$ cat src/rtl/bw_io_dtl_cfg_shifter.sv
// bw_io_dtl_cfg_shifter
//
// Serial configuration loader for the DTL pad scan-flop chain. A parallel
// pad-configuration word is latched on request and shifted MSB first into
// the chain. A one-cycle completion pulse follows the last shift.
//
// Optional feature, enabled by defining DTL_CFG_READBACK_EN:
//   The previous chain contents are captured from scan_so as readback.
//   A sticky error flag is raised when the readback differs from the word
//   loaded before it.
//
// Parameters:
//   CHAIN_LEN  number of scan flops in the chain (2..255)
//   CNT_W      shift-counter width, 2**CNT_W > CHAIN_LEN
//
// Ports:
//   clk        clock, all state updates on the rising edge
//   rst_l      asynchronous active-low reset
//   load_vld   request to load cfg_data
//   load_rdy   block is idle and accepts a request
//   cfg_data   configuration word, bit i lands in chain flop i
//   scan_si    registered serial data into the chain
//   scan_se    registered scan-enable to the chain
//   scan_so    serial data out of the last chain flop
//   done       one-cycle pulse when a load completes
//   rdbk_data  chain contents displaced by the last load (readback build)
//   rdbk_err   sticky readback mismatch flag (readback build)

module bw_io_dtl_cfg_shifter #(
    parameter int CHAIN_LEN = 24,
    parameter int CNT_W     = 5
) (
    input  logic                 clk,
    input  logic                 rst_l,
    input  logic                 load_vld,
    output logic                 load_rdy,
    input  logic [CHAIN_LEN-1:0] cfg_data,
    output logic                 scan_si,
    output logic                 scan_se,
    input  logic                 scan_so,
    output logic                 done,
    output logic [CHAIN_LEN-1:0] rdbk_data,
    output logic                 rdbk_err
);

    localparam logic [1:0] IDLE  = 2'd0;
    localparam logic [1:0] SHIFT = 2'd1;
    localparam logic [1:0] DONE  = 2'd2;

    logic [1:0]           state;
    logic [CHAIN_LEN-1:0] cfg_word;
    logic [CNT_W-1:0]     cnt;
    logic                 last_shift;
    logic                 next_si;

    assign load_rdy   = (state == IDLE);
    assign last_shift = (state == SHIFT) && (cnt == CNT_W'(CHAIN_LEN - 1));

    // The latched word is kept intact (not shifted) so it can also serve as
    // the "previous word" for readback. The bit presented after SHIFT
    // cycle cnt is cfg_word[CHAIN_LEN-2-cnt]; the MSB is loaded at accept.
    always_comb begin
        next_si = 1'b0;
        for (int i = 0; i < CHAIN_LEN - 1; i++) begin
            if (cnt == CNT_W'(CHAIN_LEN - 2 - i)) begin
                next_si = cfg_word[i];
            end
        end
    end

    // Main sequencer. scan_si/scan_se are registered here so the chain
    // sees clean flop outputs, and reset drops scan_se asynchronously.
    always_ff @(posedge clk or negedge rst_l) begin
        if (!rst_l) begin
            state    <= IDLE;
            cfg_word <= '0;
            cnt      <= '0;
            scan_si  <= 1'b0;
            scan_se  <= 1'b0;
            done     <= 1'b0;
        end else begin
            case (state)
                IDLE: begin
                    if (load_vld) begin
                        cfg_word <= cfg_data;
                        cnt      <= '0;
                        state    <= SHIFT;
                        scan_se  <= 1'b1;
                        scan_si  <= cfg_data[CHAIN_LEN-1];
                    end
                end
                SHIFT: begin
                    cnt <= cnt + 1'b1;
                    if (last_shift) begin
                        state   <= DONE;
                        scan_se <= 1'b0;
                        scan_si <= 1'b0;
                        done    <= 1'b1;
                    end else begin
                        scan_si <= next_si;
                    end
                end
                DONE: begin
                    state <= IDLE;
                    done  <= 1'b0;
                end
                default: begin
                    state   <= IDLE;
                    scan_se <= 1'b0;
                    scan_si <= 1'b0;
                    done    <= 1'b0;
                end
            endcase
        end
    end

`ifdef DTL_CFG_READBACK_EN
    logic [CHAIN_LEN-1:0] rdbk_q;
    logic [CHAIN_LEN-1:0] rdbk_next;
    logic [CHAIN_LEN-1:0] prev_word;
    logic                 chain_vld;
    logic                 err_q;

    // On SHIFT cycle k the last flop holds the old contents of flop
    // CHAIN_LEN-1-k, so that is the readback bit written this edge.
    always_comb begin
        rdbk_next = rdbk_q;
        for (int i = 0; i < CHAIN_LEN; i++) begin
            if ((state == SHIFT) && (cnt == CNT_W'(CHAIN_LEN - 1 - i))) begin
                rdbk_next[i] = scan_so;
            end
        end
    end

    // The comparison uses rdbk_next so the final bit captured on the
    // DONE-entry edge is included. Chain contents are unknown after reset
    // until one full load completes, hence chain_vld.
    always_ff @(posedge clk or negedge rst_l) begin
        if (!rst_l) begin
            rdbk_q    <= '0;
            prev_word <= '0;
            chain_vld <= 1'b0;
            err_q     <= 1'b0;
        end else begin
            rdbk_q <= rdbk_next;
            if (last_shift) begin
                if (chain_vld && (rdbk_next != prev_word)) begin
                    err_q <= 1'b1;
                end
                prev_word <= cfg_word;
                chain_vld <= 1'b1;
            end
        end
    end

    assign rdbk_data = rdbk_q;
    assign rdbk_err  = err_q;
`else
    logic [1:0] unused_bits;

    // Without readback the chain output and the latched MSB (only needed
    // at accept time from cfg_data directly) have no consumer.
    assign unused_bits = {scan_so, cfg_word[CHAIN_LEN-1]};
    assign rdbk_data   = '0;
    assign rdbk_err    = 1'b0;
`endif

endmodule

$ cat config.mk
export PLATFORM = sky130hd
export DESIGN_NAME = bw_io_dtl_cfg_shifter
export DESIGN_NICKNAME = d
export VERILOG_FILES = /design/src/rtl/bw_io_dtl_cfg_shifter.sv
export SDC_FILE = /design/constraint.sdc
export NUM_CORES = 1
export LEC_CHECK = 0
export ABC_AREA = 1
export CORE_UTILIZATION = 51
export CTS_CLUSTER_SIZE = 20
export DETAILED_ROUTE_END_ITERATION = 8
export PLACE_DENSITY = 0.93
export SYNTH_ARGS = -nofsm -noshare
export SYNTH_HDL_FRONTEND = slang
export SYNTH_SLANG_ARGS = --single-unit
$ cat constraint.sdc
create_clock -name clk -period 5 [get_ports clk]
set_input_delay 0.5 -clock clk [delete_from_list [all_inputs] [get_ports clk]]
set_output_delay 0.5 -clock clk [all_outputs]
set_load 0.02 [all_outputs]
==> flow_summary.html, run 1 <==
<table>
<tr><th>Metric</th><th>Value</th></tr>
<tr><th colspan="2">Hold path</th></tr>
<tr><td>Kind of path behind the tightest hold check</td><td>flip-flop to flip-flop</td></tr>
<tr><td>Hold-critical path depth</td><td>2</td></tr>
<tr><th colspan="2">Synth</th></tr>
<tr><td>Largest area contributor in the synthesized netlist</td><td>sky130_fd_sc_hd__dfrtp_1</td></tr>
<tr><td>Summed instance area of the synthesized netlist</td><td>1950 um2</td></tr>
<tr><td>Most instantiated cells after synthesis</td><td>125 x sky130_fd_sc_hd__nand2_1, 33 x sky130_fd_sc_hd__dfrtp_1, 25 x sky130_fd_sc_hd__buf_4</td></tr>
<tr><td>Area contributors post-synth</td><td>sky130_fd_sc_hd__dfrtp_1 42%, sky130_fd_sc_hd__nand2_1 24%, sky130_fd_sc_hd__buf_4 9.6%</td></tr>
<tr><td>Mean post-synth cell area</td><td>7.05 um2</td></tr>
<tr><td>Most used DFF post-synth</td><td>sky130_fd_sc_hd__dfrtp_1</td></tr>
<tr><td>Distinct cells, synth</td><td>22</td></tr>
<tr><td>Most common cell in the netlist</td><td>sky130_fd_sc_hd__nand2_1</td></tr>
<tr><td>Warning count from the yosys run</td><td>0</td></tr>
<tr><td>Cell count after synthesis</td><td>277</td></tr>
<tr><td>Synth top area share</td><td>42.3%</td></tr>
<tr><td>Post-synthesis sequential area ratio</td><td>42.3%</td></tr>
<tr><td>Number of enable flip-flop cells after synthesis</td><td>0</td></tr>
<tr><td>Fraction of registers with async set or reset after synthesis</td><td>100%</td></tr>
<tr><td>Flop and latch count out of synthesis</td><td>33</td></tr>
<tr><th colspan="2">GRT</th></tr>
<tr><td>Global route total overflow</td><td>0</td></tr>
<tr><td>Global-route usage over all layers</td><td>21.6%</td></tr>
<tr><td>Antenna violations before repair</td><td>0</td></tr>
<tr><td>Largest net degree at the start of global routing</td><td>34</td></tr>
<tr><td>Vias in the first global route</td><td>1603</td></tr>
<tr><td>First-pass GRT wire length</td><td>6820 um</td></tr>
<tr><th colspan="2">Layout</th></tr>
<tr><td>Area Overhead vs Synth</td><td>17.3%</td></tr>
<tr><td>Cell Count, Final, Fillers Out</td><td>359</td></tr>
<tr><td>Number of diodes</td><td>0</td></tr>
<tr><td>Number of nets in the final layout</td><td>343</td></tr>
<tr><td>Share of layout cells above drive strength 1</td><td>5.47%</td></tr>
<tr><th colspan="2">Critical path</th></tr>
<tr><td>Category of the critical setup timing path</td><td>input port to flip-flop</td></tr>
<tr><td>Kind of start point of the critical path</td><td>input port</td></tr>
<tr><td>Arr. time, crit path</td><td>2.73 ns</td></tr>
<tr><td>Required time worst endpoint</td><td>5.17 ns</td></tr>
<tr><td>Cell depth of the worst flop-to-flop path</td><td>33</td></tr>
<tr><td>Worst Path Max Fanout</td><td>26</td></tr>
<tr><td>Category of the worst setup path capture point</td><td>flip-flop</td></tr>
<tr><th colspan="2">Routing</th></tr>
<tr><td>Vias/cell</td><td>4.78</td></tr>
<tr><td>Detail Route Antenna Nets</td><td>0</td></tr>
<tr><td>Sum of met3 wire segment lengths after detailed routing</td><td>170 um</td></tr>
<tr><td>Total number of vias</td><td>1715</td></tr>
<tr><td>TritonRoute pass-1 iters</td><td>7</td></tr>
<tr><td>Remaining DRCs</td><td>0</td></tr>
<tr><td>Met2 routed wirelength</td><td>1840 um</td></tr>
<tr><td>Top layer reached by signal wires</td><td>met4</td></tr>
<tr><td>Metal1 wirelength</td><td>1620 um</td></tr>
<tr><td>Total wirelength of the detailed-routed design</td><td>3730 um</td></tr>
<tr><td>Routed wire length per instance</td><td>10.4 um</td></tr>
<tr><td>Initial drt markers</td><td>74</td></tr>
<tr><th colspan="2">STA</th></tr>
<tr><td>Post-route fraction of the period consumed by the critical path</td><td>51.2%</td></tr>
<tr><td>Final setup skew</td><td>0.00952 ns</td></tr>
<tr><td>Max-slew violation count</td><td>0</td></tr>
<tr><td>Transition time at the pin with the least slew margin</td><td>0.784 ns</td></tr>
<tr><td>Post-route setup TNS</td><td>0 ns</td></tr>
<tr><td>Maximum operating frequency</td><td>391 MHz</td></tr>
<tr><td>RSZ-0062 raised after global routing</td><td>no</td></tr>
<tr><td>Remaining max-slew budget at the tightest pin</td><td>47.6%</td></tr>
<tr><td>Setup-violating endpoint count in the final report</td><td>0</td></tr>
<tr><td>Time the final worst path needs with I/O delays and setup</td><td>2.56 ns</td></tr>
<tr><td>Total count of hold-check failures in the final report</td><td>0</td></tr>
<tr><th colspan="2">CTS</th></tr>
<tr><td>Max H-tree Level</td><td>2</td></tr>
<tr><td>CTS root buffer</td><td>sky130_fd_sc_hd__clkbuf_8</td></tr>
<tr><td>Post-CTS clock slew at the launch and capture registers of the worst setup and hold paths</td><td>0.06 ns</td></tr>
<tr><td>CTS Hold Bufs</td><td>0</td></tr>
<tr><td>Clock buffers created by TritonCTS</td><td>5</td></tr>
<tr><td>Clock latency reported for the late side of the worst-skew pair</td><td>0.29 ns</td></tr>
<tr><td>Post-CTS setup repair buffer count</td><td>0</td></tr>
<tr><td>CTS tree</td><td>done</td></tr>
<tr><td>TritonCTS sink count</td><td>33</td></tr>
<tr><td>Worst-case clock buffer depth</td><td>2</td></tr>
<tr><td>Number of gates resized after cts</td><td>0</td></tr>
<tr><th colspan="2">Pwr</th></tr>
<tr><td>Part of the total power dissipated in combinational logic</td><td>47.6%</td></tr>
<tr><td>Int Pwr</td><td>0.707 mW</td></tr>
<tr><td>Relative contribution of the clock network to total power</td><td>14.9%</td></tr>
<tr><td>Power dissipated by switching net loads</td><td>0.575 mW</td></tr>
<tr><td>Net switching fraction of the power</td><td>44.9%</td></tr>
<tr><td>Power per cell area</td><td>560 nW/um2</td></tr>
<tr><td>Sequential group share of total power</td><td>37.5%</td></tr>
<tr><td>Total Power Consumption</td><td>1.28 mW</td></tr>
<tr><td>Lkg Pwr</td><td>1.24 nW</td></tr>
<tr><td>Worst ir drop on vdd</td><td>0.000287 V</td></tr>
<tr><th colspan="2">Flow run</th></tr>
<tr><td>Number of maximum-capacitance constraint violations</td><td>0</td></tr>
<tr><th colspan="2">Floorplan</th></tr>
<tr><td>Number of placed I/O pins</td><td>57</td></tr>
<tr><td>Horizontal extent of the die</td><td>63.9 um</td></tr>
<tr><td>Die ar.</td><td>4080 um2</td></tr>
<tr><td>Placeable Area</td><td>3660 um2</td></tr>
<tr><td>Standard-cell rows</td><td>22</td></tr>
<tr><td>Vert. Die Dim</td><td>63.9 um</td></tr>
<tr><td>Initial core utilization</td><td>53.3%</td></tr>
<tr><th colspan="2">Place</th></tr>
<tr><td>PortBufs</td><td>30</td></tr>
<tr><td>Total instance count after detailed placement</td><td>351</td></tr>
<tr><td>Global placement routability congestion</td><td>0.867</td></tr>
<tr><td>Total half-perimeter wirelength after legalization and detailed placement</td><td>2790 um</td></tr>
<tr><th colspan="2">Run status</th></tr>
<tr><td>Outcome</td><td>completed</td></tr>
</table>
==> layer usage <==
layer / global-route usage, % / up-vias
met4: 10.5 / 0
met1: 25.3 / 773
met2: 36.6 / 69
met3: 5.36 / 11
li1: - / 862
met5: 0 / -
==> kinds of logic (layout without fill, tap and decap cells) <==
kind of cell / after synthesis / after routing / synth area share (%)
simple gates: 157 / 157 / 31.7
buf+inv: 60 / 70 / 16.3
flops: 33 / 33 / 42.3
compound gates: 20 / 20 / 5.77
fa+ha+maj: 5 / 5 / 3.21
other cells: 1 / 25 / 0.192
xor+xnor: 1 / 1 / 0.449
==> cell type report <==
class                      instances  area, um2
fill                             322       1370
multi-input combinational        208        897
sequential                        33        826
timing repair buffer              31        308
inverter                          31        116
clock buffer                       6       72.6
tap                               48       60.1
clock inverter                     2       10.0
==> power by group through the flow <==
stage,sequential [mW],clock (mW),combinational (mW)
2_1_floorplan,0.469,0,0.459
3_3_place_gp,0.477,0,0.578
3_5_place_dp,0.483,0,0.601
4_1_cts,0.479,0.191,0.608
5_1_grt,0.496,0.207,0.715
6_report,0.481,0.191,0.610
==> stage by stage <==
stage | utilization, % | area (um2) | setup slack, ns | hold slack (ns)
after floorplan | - | 2040 | 2.87 | 0.204
after global placement | 60.3 | 2210 | 2.24 | 0.466
after detailed placement | 60.3 | 2210 | 2.13 | 0.470
after CTS | 62.5 | 2290 | 2.42 | 0.486
after global routing | 62.5 | 2290 | 2.08 | 0.503
final | 62.5 | 2290 | 2.44 | 0.483
==> final timing paths <==
path,start,to,slack [ns]
setup / recovery,load_vld,cfg_word[4],2.44
max in group asynchronous,rst_l,cfg_word[8],4.10
setup reg to reg,cnt[0],scan_si,2.50
hold reg to reg,cfg_word[10],cfg_word[10],0.48
min in group asynchronous,rst_l,cnt[3],0.60
hold / removal,cfg_word[10],cfg_word[10],0.48
==> cell usage in the layout (no fill, tap or decap), drive strengths merged <==
cell type,netlist,routed
a21oi,1,1
a22oi,1,1
a31oi,1,1
buf,25,1
clkbuf,4,6
clkdlybuf4s50,0,30
clkinv,1,3
conb,1,25
dfrtp,33,33
ha,5,5
inv,30,30
nand2,126,126
nand3,14,14
nor2,16,16
o21ai,12,12
o22ai,3,3
o31ai,2,2
or2,1,1
xor2,1,1
==> registers in the layout (all words and copies together), names as in the netlist <==
register and cells:
cfg_word 23, scan_se 1, done 1, state 2
scan_si 1, cnt 5
==> critical path, cell delays in order <==
cell	delay, ns
sky130_fd_sc_hd__clkdlybuf4s50_1	0.41
sky130_fd_sc_hd__nand2_1	0.59
sky130_fd_sc_hd__clkinv_1	0.79
sky130_fd_sc_hd__o21ai_0	0.42
Note: power is estimated with default switching activity, not from simulation.
==> inputs of run 2 (changes only) <==
--- a/config.mk
+++ b/config.mk
@@ -6,10 +6,10 @@
 export NUM_CORES = 1
 export LEC_CHECK = 0
 export ABC_AREA = 1
-export CORE_UTILIZATION = 51
+export CORE_UTILIZATION = 47
 export CTS_CLUSTER_SIZE = 20
 export DETAILED_ROUTE_END_ITERATION = 8
-export PLACE_DENSITY = 0.93
+export PLACE_DENSITY = 0.87
 export SYNTH_ARGS = -nofsm -noshare
 export SYNTH_HDL_FRONTEND = slang
 export SYNTH_SLANG_ARGS = --single-unit
==> constraint.sdc (replaced) <==
create_clock -name clk -period 2.6 [get_ports clk]
set_input_delay 0.26 -clock clk [delete_from_list [all_inputs] [get_ports clk]]
set_output_delay 0.26 -clock clk [all_outputs]
set_load 0.02 [all_outputs]
==> run 2 against run 1 <==
  * Clock skew shrank 0.0038 ns
  * Via count grew 0.64%
  * Sequential power grew 97%
  * Worst hold slack lost 0.11 ns
  * Cell count grew 1.4%
  * Critical path depth grew 26
  * Clock-buffer cell count grew 1
  * Clock power grew 100%
  * Design area grew 4.2%
  * Largest cell class unchanged
==> flow_summary.html, run 2 (synthesis gave the netlist of run 1 again) <==
<table>
<tr><th>Metric</th><th>Value</th></tr>
<tr><th colspan="2">Run status</th></tr>
<tr><td>Outcome</td><td>completed (unchanged)</td></tr>
<tr><th colspan="2">STA</th></tr>
<tr><td>Maximum operating frequency</td><td>390 MHz</td></tr>
<tr><td>Post-route fraction of the period consumed by the critical path</td><td>98.7%</td></tr>
<tr><td>Final setup skew</td><td>0.00573 ns (was 0.00952 ns)</td></tr>
<tr><td>Setup-violating endpoint count in the final report</td><td>0 (unchanged)</td></tr>
<tr><td>Remaining max-slew budget at the tightest pin</td><td>55.2% (was 47.6%)</td></tr>
<tr><td>Max-slew violation count</td><td>0 (unchanged)</td></tr>
<tr><td>Total count of hold-check failures in the final report</td><td>0 (unchanged)</td></tr>
<tr><td>Transition time at the pin with the least slew margin</td><td>0.668 ns (was 0.784 ns)</td></tr>
<tr><td>Time the final worst path needs with I/O delays and setup</td><td>2.57 ns</td></tr>
<tr><td>RSZ-0062 raised after global routing</td><td>yes (was no)</td></tr>
<tr><th colspan="2">Pwr</th></tr>
<tr><td>Int Pwr</td><td>1.47 mW (was 0.707 mW)</td></tr>
<tr><td>Worst ir drop on vdd</td><td>0.000529 V (was 0.000287 V)</td></tr>
<tr><td>Net switching fraction of the power</td><td>44.4% (was 44.9%)</td></tr>
<tr><td>Sequential group share of total power</td><td>35.8% (was 37.5%)</td></tr>
<tr><td>Total Power Consumption</td><td>2.65 mW (was 1.28 mW)</td></tr>
<tr><td>Lkg Pwr</td><td>1.26 nW (was 1.24 nW)</td></tr>
<tr><td>Power dissipated by switching net loads</td><td>1.18 mW (was 0.575 mW)</td></tr>
<tr><td>Part of the total power dissipated in combinational logic</td><td>49.6% (was 47.6%)</td></tr>
<tr><td>Relative contribution of the clock network to total power</td><td>14.6% (was 14.9%)</td></tr>
<tr><td>Power per cell area</td><td>1110 nW/um2 (was 560 nW/um2)</td></tr>
<tr><th colspan="2">Routing</th></tr>
<tr><td>TritonRoute pass-1 iters</td><td>4 (was 7)</td></tr>
<tr><td>Remaining DRCs</td><td>0 (unchanged)</td></tr>
<tr><td>Detail Route Antenna Nets</td><td>0 (unchanged)</td></tr>
<tr><td>Total wirelength of the detailed-routed design</td><td>3970 um (was 3730 um)</td></tr>
<tr><td>Initial drt markers</td><td>46 (was 74)</td></tr>
<tr><td>Total number of vias</td><td>1726 (was 1715)</td></tr>
<tr><td>Vias/cell</td><td>4.74 (was 4.78)</td></tr>
<tr><td>Routed wire length per instance</td><td>10.9 um (was 10.4 um)</td></tr>
<tr><th colspan="2">Layout</th></tr>
<tr><td>Final std cell area, no fill</td><td>2380 um2 (was 2290 um2)</td></tr>
<tr><td>Number of flip-flops in the largest register</td><td>23 (unchanged)</td></tr>
<tr><td>Number of nets in the final layout</td><td>347 (was 343)</td></tr>
<tr><td>Fill cell total of the finished layout</td><td>340 (was 322)</td></tr>
<tr><td>Highest-count cells in the layout ignoring fill and taps</td><td>125 x sky130_fd_sc_hd__nand2_1, 31 x sky130_fd_sc_hd__dfrtp_1, 30 x sky130_fd_sc_hd__clkdlybuf4s50_1, 25 x sky130_fd_sc_hd__conb_1, 21 x sky130_fd_sc_hd__inv_1 (was 125 x sky130_fd_sc_hd__nand2_1, 33 x sky130_fd_sc_hd__dfrtp_1, 30 x sky130_fd_sc_hd__clkdlybuf4s50_1, 25 x sky130_fd_sc_hd__conb_1, 24 x sky130_fd_sc_hd__inv_1)</td></tr>
<tr><td>Area Overhead vs Synth</td><td>22.2% (was 17.3%)</td></tr>
<tr><td>Most common cell after layout, fill and taps aside</td><td>sky130_fd_sc_hd__nand2_1 (unchanged)</td></tr>
<tr><td>Leading registers by flop count</td><td>cfg_word (23), cnt (5), state (2) (unchanged)</td></tr>
<tr><td>Share of layout cells above drive strength 1</td><td>10.2% (was 5.47%)</td></tr>
<tr><td>Register bank with the most flops</td><td>cfg_word (unchanged)</td></tr>
<tr><td>Number of diodes</td><td>0 (unchanged)</td></tr>
<tr><td>Cell Count, Final, Fillers Out</td><td>364 (was 359)</td></tr>
<tr><th colspan="2">Place</th></tr>
<tr><td>Post-place instance area</td><td>2230 um2 (was 2210 um2)</td></tr>
<tr><td>Global placement routability congestion</td><td>0.871 (was 0.867)</td></tr>
<tr><td>Total instance count after detailed placement</td><td>356 (was 351)</td></tr>
<tr><td>PortBufs</td><td>30 (unchanged)</td></tr>
<tr><td>Total half-perimeter wirelength after legalization and detailed placement</td><td>2840 um (was 2790 um)</td></tr>
<tr><th colspan="2">Critical path</th></tr>
<tr><td>Maximum single-stage delay on the critical path</td><td>0.48 ns (was 0.79 ns)</td></tr>
<tr><td>Kind of start point of the critical path</td><td>flip-flop (was input port)</td></tr>
<tr><td>Worst Path Max Fanout</td><td>4 (was 26)</td></tr>
<tr><td>Register-to-register path setup slack</td><td>0.03 ns (was 2.50 ns)</td></tr>
<tr><td>Cell depth of the worst flop-to-flop path</td><td>30 (was 33)</td></tr>
<tr><td>Arr. time, crit path</td><td>2.80 ns (was 2.73 ns)</td></tr>
<tr><td>Startpoint of the worst setup timing path</td><td>cnt[0] (was load_vld)</td></tr>
<tr><td>Capture point of the critical path</td><td>scan_si (was cfg_word[4])</td></tr>
<tr><td>Cell type of the slowest stage on the worst timing path</td><td>sky130_fd_sc_hd__dfrtp_2 (was sky130_fd_sc_hd__clkinv_1)</td></tr>
<tr><td>Required time worst endpoint</td><td>2.84 ns (was 5.17 ns)</td></tr>
<tr><td>Capturing point of the worst reg2reg path</td><td>scan_si (unchanged)</td></tr>
<tr><td>Most common cell on crit path</td><td>sky130_fd_sc_hd__nand2_1</td></tr>
<tr><td>Worst R2R Start</td><td>cnt[0] (unchanged)</td></tr>
<tr><td>Category of the critical setup timing path</td><td>flip-flop to flip-flop (was input port to flip-flop)</td></tr>
<tr><td>Category of the worst setup path capture point</td><td>flip-flop (unchanged)</td></tr>
<tr><th colspan="2">Floorplan</th></tr>
<tr><td>Vert. Die Dim</td><td>66.4 um (was 63.9 um)</td></tr>
<tr><td>Placeable Area</td><td>4000 um2 (was 3660 um2)</td></tr>
<tr><td>Initial core utilization</td><td>48.8% (was 53.3%)</td></tr>
<tr><td>Horizontal extent of the die</td><td>66.4 um (was 63.9 um)</td></tr>
<tr><td>Number of placed I/O pins</td><td>57 (unchanged)</td></tr>
<tr><td>Die ar.</td><td>4410 um2 (was 4080 um2)</td></tr>
<tr><td>Standard-cell rows</td><td>23 (was 22)</td></tr>
<tr><th colspan="2">CTS</th></tr>
<tr><td>CTS tree</td><td>done (unchanged)</td></tr>
<tr><td>CTS Hold Bufs</td><td>0 (unchanged)</td></tr>
<tr><td>Post-CTS clock slew at the launch and capture registers of the worst setup and hold paths</td><td>0.06 ns (about the same)</td></tr>
<tr><td>Clock buffers created by TritonCTS</td><td>5 (unchanged)</td></tr>
<tr><td>Max H-tree Level</td><td>2 (unchanged)</td></tr>
<tr><td>TritonCTS sink count</td><td>33 (unchanged)</td></tr>
<tr><td>Worst-case clock buffer depth</td><td>2 (unchanged)</td></tr>
<tr><td>CTS root buffer</td><td>sky130_fd_sc_hd__clkbuf_8 (unchanged)</td></tr>
<tr><td>Clock latency reported for the late side of the worst-skew pair</td><td>0.29 ns (about the same)</td></tr>
<tr><th colspan="2">GRT</th></tr>
<tr><td>Met3 GRT Util</td><td>5.17% (was 5.36%)</td></tr>
<tr><td>Global-route usage over all layers</td><td>20.2% (was 21.6%)</td></tr>
<tr><td>Global route total overflow</td><td>0 (unchanged)</td></tr>
<tr><td>Vias in the first global route</td><td>1524 (was 1603)</td></tr>
<tr><td>First-pass GRT wire length</td><td>6580 um (was 6820 um)</td></tr>
<tr><td>Antenna violations before repair</td><td>0 (unchanged)</td></tr>
<tr><td>Most used routing layer</td><td>met2 (unchanged)</td></tr>
<tr><td>Routing usage on met1</td><td>23.5% (was 25.3%)</td></tr>
<tr><td>Largest net degree at the start of global routing</td><td>34 (unchanged)</td></tr>
<tr><td>GR Util met2</td><td>35.1% (was 36.6%)</td></tr>
<tr><th colspan="2">Hold path</th></tr>
<tr><td>Kind of path behind the tightest hold check</td><td>input port to async pin (was flip-flop to flip-flop)</td></tr>
<tr><th colspan="2">Flow run</th></tr>
<tr><td>Number of maximum-capacitance constraint violations</td><td>0 (unchanged)</td></tr>
</table>
run 2: changes by cell type in the layout (fill, tap and decap cells not counted), sizes merged:
cell,delta
buf,+4
clkbuf,+1
clkinv,-2
run 2: power by group through the flow:
| stage | combinational (mW) | clock, mW | sequential, mW |
|---|---|---|---|
| floorplan | 0.882 | 0 | 0.901 |
| global placement | 1.15 | 0 | 0.915 |
| detailed placement | 1.20 | 0 | 0.924 |
| CTS | 1.21 | 0.392 | 0.915 |
| global route | 1.49 | 0.413 | 0.973 |
| finish | 1.31 | 0.386 | 0.946 |
run 2: layer usage:
| layer | up-vias | part of all wire, % |
|---|---|---|
| met5 | - | 0 |
| met4 | 0 | 1.8 |
| met3 | 6 | 5.1 |
| met2 | 61 | 51 |
| met1 | 793 | 42 |
| li1 | 866 | - |
run 2: worst min-delay path by stage:
stage	cells after the start	slack, ns	endpoint	from
floorplan	0	-0.04	cfg_word[0]	rst_l
global placement	2	0.46	cfg_word[21]	cfg_word[21]
detailed placement	2	0.47	cfg_word[9]	cfg_word[9]
CTS	2	0.39	cnt[3]	rst_l
global route	2	0.43	cfg_word[12]	rst_l
finish	2	0.37	cfg_word[11]	rst_l
run 2: area by class of cell:
type / count / area, um2 / area share (%)
Sequential cell: 33 / 828 / 34.7
Multi-Input combinational cell: 208 / 948 / 39.8
Tap cell: 50 / 62.6 / 2.62
Timing Repair Buffer: 35 / 338 / 14.2
Clock buffer: 7 / 86.3 / 3.62
Inverter: 31 / 121 / 5.09
run 2: critical path: cells and delay by family (launching register included):
kind            cells  cell delay, ns
flops               1            0.48
simple gates       26            1.50
compound gates      1            0.15
buf+inv             2            0.17
fa+ha+maj           1            0.21
run 2: what timing repair did:
action,4_1_cts,5_1_grt
endpoints found under the setup margin,0,1
resized for setup,0,17
setup buffers,0,1
hold endpoints to repair,0,0
run 2: metrics by stage:
step	setup WS [ns]	setup TNS (ns)	hold slack (ns)	utilization, %
5_1_grt	-0.193	-0.193	0.434	59.6
3_3_place_gp	0.194	0	0.463	55.8
3_5_place_dp	0.122	0	0.466	55.8
6_report	0.0329	0	0.370	59.6
2_1_floorplan	0.469	0	-0.0356	-
4_1_cts	0.0788	0	0.389	58.0
